## src/rtl/hdr_tonemap_if.sv

```systemverilog
// Pixel stream between the HDR merge stage, the tone mapper and the display writer.
// The source side (master) drives frame pulses and log-irradiance pixels; the tone mapper (slave) returns RGB565.
interface hdr_tonemap_if;
    logic        frame_start;
    logic        frame_end;
    logic        le_valid;
    logic [7:0]  le_red;
    logic [7:0]  le_green;
    logic [7:0]  le_blue;
    logic [15:0] pixel_out;
    logic        pixel_valid;

    modport master (
        output frame_start, frame_end, le_valid, le_red, le_green, le_blue,
        input  pixel_out, pixel_valid
    );

    modport slave (
        input  frame_start, frame_end, le_valid, le_red, le_green, le_blue,
        output pixel_out, pixel_valid
    );
endinterface

```

## src/rtl/hdr_tonemap.sv

```systemverilog
// Log-irradiance to RGB565 tone mapper: per-frame min/max statistics feed a serial
// restoring divider whose stretch coefficient is committed at the next frame_start.
module hdr_tonemap #(
    parameter int SCALE_FP = 8
) (
    input  logic                  clk,
    input  logic                  rst_n,
    hdr_tonemap_if.slave          bus,
    output logic                  div_busy,
    output logic [7:0]            coeff_min,
    output logic [8+SCALE_FP-1:0] coeff_scale
);
    localparam int W  = 8 + SCALE_FP;
    localparam int PW = 8 + W;
    localparam int CW = $clog2(W + 1);
    localparam logic [W-1:0] DIVIDEND   = W'(255) << SCALE_FP;
    localparam logic [W-1:0] UNIT_SCALE = W'(1) << SCALE_FP;

    typedef enum logic {DIV_IDLE, DIV_RUN} div_state_t;

    div_state_t    state;
    logic [CW-1:0] cnt;
    logic [7:0]    rem;
    logic [W-1:0]  dq;
    logic [7:0]    div_range;
    logic [7:0]    div_min;
    logic          pend;
    logic [W-1:0]  pend_scale;
    logic [7:0]    pend_min;
    logic [7:0]    stat_min;
    logic [7:0]    stat_max;

    logic [7:0]    pix_min, pix_max, end_min, end_max;
    logic          launch;
    logic [8:0]    rem_sh;
    logic          rem_ge;
    logic [7:0]    rem_next;

    logic          v1;
    logic [7:0]    d_r, d_g, d_b;
    logic [W-1:0]  scale1;
    logic [PW-1:0] prod_r, prod_g, prod_b;
    logic [15:0]   pix565;

    function automatic logic [7:0] min8(input logic [7:0] a, input logic [7:0] b);
        return (a < b) ? a : b;
    endfunction

    function automatic logic [7:0] max8(input logic [7:0] a, input logic [7:0] b);
        return (a > b) ? a : b;
    endfunction

    function automatic logic [7:0] sub_floor(input logic [7:0] a, input logic [7:0] m);
        return (a < m) ? 8'd0 : 8'(a - m);
    endfunction

    function automatic logic [7:0] sat8(input logic [PW-1:0] p);
        return (p > PW'(255)) ? 8'hFF : p[7:0];
    endfunction

    function automatic logic [15:0] pack565(input logic [7:0] r, input logic [7:0] g,
                                            input logic [7:0] b);
        return {r[7:3], g[7:2], b[7:3]};
    endfunction

    // End-of-frame stats include a pixel arriving together with frame_end.
    always_comb begin
        pix_min = min8(min8(bus.le_red, bus.le_green), bus.le_blue);
        pix_max = max8(max8(bus.le_red, bus.le_green), bus.le_blue);
        end_min = bus.le_valid ? min8(stat_min, pix_min) : stat_min;
        end_max = bus.le_valid ? max8(stat_max, pix_max) : stat_max;
        launch  = bus.frame_end && (end_min <= end_max);
    end

    always_comb begin
        rem_sh   = {rem, dq[W-1]};
        rem_ge   = (rem_sh >= {1'b0, div_range});
        rem_next = rem_ge ? 8'(rem_sh - {1'b0, div_range}) : rem_sh[7:0];
    end

    always_ff @(posedge clk) begin
        if (!rst_n) begin
            state       <= DIV_IDLE;
            div_busy    <= 1'b0;
            cnt         <= '0;
            rem         <= '0;
            dq          <= '0;
            div_range   <= '0;
            div_min     <= '0;
            pend        <= 1'b0;
            pend_scale  <= '0;
            pend_min    <= '0;
            coeff_min   <= '0;
            coeff_scale <= UNIT_SCALE;
            stat_min    <= '1;
            stat_max    <= '0;
        end else begin
            if (bus.frame_start) begin
                stat_min <= bus.le_valid ? pix_min : 8'hFF;
                stat_max <= bus.le_valid ? pix_max : 8'h00;
            end else begin
                stat_min <= end_min;
                stat_max <= end_max;
            end

            if (bus.frame_start && pend) begin
                coeff_min   <= pend_min;
                coeff_scale <= pend_scale;
                pend        <= 1'b0;
            end

            // A new launch restarts any division in progress; completion sets
            // pend after a same-cycle commit cleared the previous one.
            if (launch) begin
                state     <= DIV_RUN;
                div_busy  <= 1'b1;
                cnt       <= CW'(W);
                rem       <= '0;
                dq        <= DIVIDEND;
                div_range <= (end_max == end_min) ? 8'd1 : 8'(end_max - end_min);
                div_min   <= end_min;
            end else begin
                case (state)
                    DIV_RUN: begin
                        if (cnt != '0) begin
                            rem <= rem_next;
                            dq  <= {dq[W-2:0], rem_ge};
                            cnt <= cnt - 1'b1;
                        end else begin
                            state      <= DIV_IDLE;
                            div_busy   <= 1'b0;
                            pend       <= 1'b1;
                            pend_scale <= dq;
                            pend_min   <= div_min;
                        end
                    end
                    default: begin
                        state    <= DIV_IDLE;
                        div_busy <= 1'b0;
                    end
                endcase
            end
        end
    end

    always_comb begin
        prod_r = PW'(d_r) * PW'(scale1);
        prod_g = PW'(d_g) * PW'(scale1);
        prod_b = PW'(d_b) * PW'(scale1);
        pix565 = pack565(sat8(prod_r >> SCALE_FP), sat8(prod_g >> SCALE_FP),
                         sat8(prod_b >> SCALE_FP));
    end

    // Stage 2 multiplies with the scale captured alongside the pixel in stage 1.
    always_ff @(posedge clk) begin
        if (!rst_n) begin
            v1              <= 1'b0;
            d_r             <= '0;
            d_g             <= '0;
            d_b             <= '0;
            scale1          <= UNIT_SCALE;
            bus.pixel_valid <= 1'b0;
            bus.pixel_out   <= '0;
        end else begin
            v1 <= bus.le_valid;
            if (bus.le_valid) begin
                d_r    <= sub_floor(bus.le_red, coeff_min);
                d_g    <= sub_floor(bus.le_green, coeff_min);
                d_b    <= sub_floor(bus.le_blue, coeff_min);
                scale1 <= coeff_scale;
            end
            bus.pixel_valid <= v1;
            if (v1) begin
                bus.pixel_out <= pix565;
            end
        end
    end
endmodule

```

## src/flat_wrapper.sv

```systemverilog
// flat-port wrapper written by rule: the top's interface ports become plain ports
module hdr_tonemap_flat 
#(
    parameter int SCALE_FP = 8
)
  (clk, rst_n, div_busy, coeff_min, coeff_scale, bus_frame_start, bus_frame_end, bus_le_valid, bus_le_red, bus_le_green, bus_le_blue, bus_pixel_out, bus_pixel_valid);
  hdr_tonemap_if bus_i ();
  input  logic clk;
  input  logic rst_n;
  output logic div_busy;
  output logic [7:0] coeff_min;
  output logic [8+SCALE_FP-1:0] coeff_scale;
  input wire logic [$bits(bus_i.frame_start)-1:0] bus_frame_start;
  input wire logic [$bits(bus_i.frame_end)-1:0] bus_frame_end;
  input wire logic [$bits(bus_i.le_valid)-1:0] bus_le_valid;
  input wire logic [$bits(bus_i.le_red)-1:0] bus_le_red;
  input wire logic [$bits(bus_i.le_green)-1:0] bus_le_green;
  input wire logic [$bits(bus_i.le_blue)-1:0] bus_le_blue;
  output wire logic [$bits(bus_i.pixel_out)-1:0] bus_pixel_out;
  output wire logic [$bits(bus_i.pixel_valid)-1:0] bus_pixel_valid;
  assign bus_i.frame_start = bus_frame_start;
  assign bus_i.frame_end = bus_frame_end;
  assign bus_i.le_valid = bus_le_valid;
  assign bus_i.le_red = bus_le_red;
  assign bus_i.le_green = bus_le_green;
  assign bus_i.le_blue = bus_le_blue;
  assign bus_pixel_out = bus_i.pixel_out;
  assign bus_pixel_valid = bus_i.pixel_valid;
  hdr_tonemap #(.SCALE_FP(SCALE_FP)) u_core (.clk(clk), .rst_n(rst_n), .bus(bus_i), .div_busy(div_busy), .coeff_min(coeff_min), .coeff_scale(coeff_scale));
endmodule
```

## config.mk

```make
export PLATFORM = sky130hd
export DESIGN_NAME = hdr_tonemap_flat
export DESIGN_NICKNAME = d
export VERILOG_FILES = /design/src/rtl/hdr_tonemap_if.sv /design/src/rtl/hdr_tonemap.sv /design/src/flat_wrapper.sv
export SDC_FILE = /design/constraint.sdc
export NUM_CORES = 1
export LEC_CHECK = 0
export BUFFER_PORTS_ARGS = -buffer_cell sky130_fd_sc_hd__buf_4
export CAP_MARGIN = 20
export CORE_AREA = 5 5 189 191
export CTS_CLUSTER_SIZE = 40
export DETAILED_ROUTE_END_ITERATION = 10
export DIE_AREA = 0 0 194 196
export GPL_ROUTABILITY_DRIVEN = 0
export PLACE_DENSITY = 0.86
export REMOVE_ABC_BUFFERS = 1
export SYNTH_ARGS = -nofsm -noshare
export SYNTH_HDL_FRONTEND = slang
export SYNTH_SLANG_ARGS = --single-unit
```

## constraint.sdc

```tcl
create_clock -name clk -period 10.31 [get_ports clk]
set_input_delay 0.5155 -clock clk [delete_from_list [all_inputs] [get_ports clk]]
set_output_delay 0.5155 -clock clk [all_outputs]
set_load 0.05 [all_outputs]
```

==> metrics.yaml <==
clock_network:
  insertion_delay_ns: 0.45
  htreeDepth: 4
  ctsRootBufferMaster: "clkbuf_16"
  postCtsHoldBufs: 0
  clk_pin_slew_ns: 0.07
  numCtsBuffers: 17
  postCtsSetupBuffers: 0
  cts_sinks: 170
  cts_tree: "yes"
  max-clock-path-buffers: 2
  cts-resized-gates: 0
timing:
  setup_viol: 0
  rsz0062_at_grt: "false"
  relSlewSlack: 0.2203
  max_freq_ghz: 0.1117
  period_minus_slack_ns: 8.956
  setup_tns_ns: 0
  worst_pin_slew_ns: 1.168
  hold_viol: 0
  final_max_slew_viol_count: 0
  finClkSkew_ns: 0.02118
  period_share: 0.8687
  whs_ns: 0.4382
yosys:
  yosys.area_share.simple: 0.1809
  yosysWarningCount: 0
  synth_xor_area_frac: 0.02187
  synth.distinct_cells: 71
  synth_top_family_by_area: "adder cells"
  synth_compound_area_frac: 0.1236
  seq_area_frac_synth: 0.1704
  synth_edf_count: 0
  synth_fa_ha_area_frac: 0.3818
  synth_ff_type: "dfxtp_1"
  syn_area_per_cell_um2: 8.586
  ys_ff_latch: 170
  async_flop_share: 0
  synth_cells: 2326
  muxShareOfSynthArea: 0.03853
  syn_area_mm2: 0.01997
placed_design:
  post-place-cells: 2762
  hpwl_um: 37320
  port_buffers: 70
global_route:
  antenna_found_initial: 2
  grt_pass1_wl_um: 84210
  grt_pass1_vias: 17533
  grt_overflow: 0
  grt_max_degree: 103
  grt.total_usage: 0.2637
floorplan:
  core_mm2: 0.03395
  dieArea_mm2: 0.03802
  fp.dieH_um: 196
  fp-row-count: 68
  start_util: 0.5883
  die_x_um: 194
  io_pins: 71
routing:
  num_vias: 16685
  wire_per_inst_um: 17.85
  drc: 0
  vias_per_cell: 5.967
  firstDrtPassIters: 6
  routed_wl_um: 49920
  antenna_left: 0
  drt_iter0_drc: 1332
worst_setup_path:
  startpoint_type: "primary input"
  startpoint: "bus_le_green[3]"
  crit_path_frequent_cell: "o21a_1"
  r2r-start: "u_core.scale1[3]"
  crit_fanout: 25
  cp_data_required_time_ns: 10.58
  worst_path_largest_cell_delay_ns: 0.80
  worstSetupEndpointType: "flip-flop"
  crit_arrival_ns: 9.23
  cp_slowest_cell: "nand3_1"
  crit_type: "in -> reg"
min_path:
  hp-start: "rst_n"
  hp-class: "in -> reg"
layout:
  drive_above_1_share: 0.07653
  final_common_cell: "nand2_1"
  final_cells: 2796
  layout_common_cells: "nand2_1 (380), inv_1 (327), fa_1 (254), ha_1 (203)"
  fin_nets: 2812
  syn_to_final_growth_pct: 7.569
power:
  irDropWorstVdd_mv: 0.1298
  total_leakage_power_nw: 9.739
  p_per_area_mw_per_mm2: 89.27
flow_run:
  cap_violations: 0
outcome:
  status: "completed"
## power breakdown
| part | internal (mW) | leakage (nW) | switching [mW] | total, mW |
|---|---|---|---|---|
| Clock | 0.395 | 0.310 | 0.311 | 0.706 |
| Combinational | 0.200 | 8.05 | 0.280 | 0.480 |
| Sequential | 0.686 | 1.38 | 0.0448 | 0.731 |
| Total | 1.28 | 9.74 | 0.636 | 1.92 |
## logic make-up after synthesis
family,count (synthesis)
AO/OA/AOI/OAI,371
XOR/XNOR,49
adder cells (fa/ha/maj),457
buffers and inverters,441
flip-flops,170
multiplexers,72
AND/OR/NAND/NOR,766
## synth_stat cells, drive strengths merged, types with 5 or more instances
master | n | share of area
nand2 | 380 | 0.071
inv | 330 | 0.062
fa | 254 | 0.25
ha | 203 | 0.13
and2 | 170 | 0.053
dfxtp | 170 | 0.17
a21oi | 132 | 0.033
clkbuf | 108 | 0.020
nor2 | 93 | 0.017
o21ai | 44 | 0.011
mux2 | 39 | 0.022
mux2i | 33 | 0.017
xnor2 | 31 | 0.014
a21o | 30 | 0.011
a22o | 24 | 0.011
a211oi | 23 | 0.0086
nand3 | 21 | 0.0055
nor2b | 20 | 0.0063
xor2 | 18 | 0.0079
nand2b | 17 | 0.0053
a31oi | 15 | 0.0047
nor3 | 14 | 0.0035
nand4 | 13 | 0.0041
o211ai | 13 | 0.0049
o21bai | 13 | 0.0049
o21a | 12 | 0.0045
a22oi | 10 | 0.0038
a2bb2oi | 9 | 0.0039
and3 | 9 | 0.0028
o221a | 6 | 0.0034
a2111oi | 5 | 0.0028
nor4 | 5 | 0.0016
or2 | 5 | 0.0016
or4 | 5 | 0.0021
## routing by layer
metal | part of all wire | global-route usage | vias up | wire [um]
li1 | - | - | 7545 | -
met1 | 0.40 | 0.3306 | 8142 | 19770
met2 | 0.48 | 0.4530 | 794 | 24160
met3 | 0.077 | 0.04448 | 204 | 3859
met4 | 0.043 | 0.1125 | 0 | 2134
met5 | 0 | 0 | - | 0
## worst paths after layout
check,cells after the start,slack [ns],end
worst min-delay path,2,0.44,u_core.scale1[8]
worst max register to register,17,4.03,u_core.bus.pixel_out[5]
worst min register to register,2,0.45,u_core.pend_min[7]
worst max-delay path,32,1.35,u_core.pend_scale[15]
## critical path, delay by kind of cell
kind / cells / cell delay (ns)
buffers and inverters: 3 / 0.23
adders and majority gates: 4 / 1.16
and+or+nand+nor: 6 / 2.05
muxes: 3 / 1.28
AOI/OAI and AO/OA: 16 / 3.95
## per-stage QoR
step	instance area (um2)	setup WS (ns)	total power, mW	util
floorplan	19550	2.488	1.066	-
global placement	20820	1.578	1.179	0.6134
detailed placement	20820	1.130	1.202	0.6134
CTS	21480	1.503	1.911	0.6326
global route	21480	0.8907	1.997	0.6328
finish	21480	1.354	1.918	0.6328
## flip-flops by register name, summed over array words and instances (netlist names), 16 cells and up
name and cells:
u_core.coeff_scale 16, u_core.scale1 16, u_core.bus.pixel_out 16, u_core.dq 16, u_core.pend_scale 16
## area by class of cell
type | instances | area, um2
inverters | 330 | 1239
flip-flops and latches | 170 | 3403
repair buffers | 92 | 690.7
diodes | 2 | 5.005
clock inverters | 15 | 227.7
fillers | 2606 | 12470
clock buffers | 17 | 425.4
well taps | 455 | 569.3
multi-input cells | 1715 | 14920
Power figures use the tool's default switching activity.
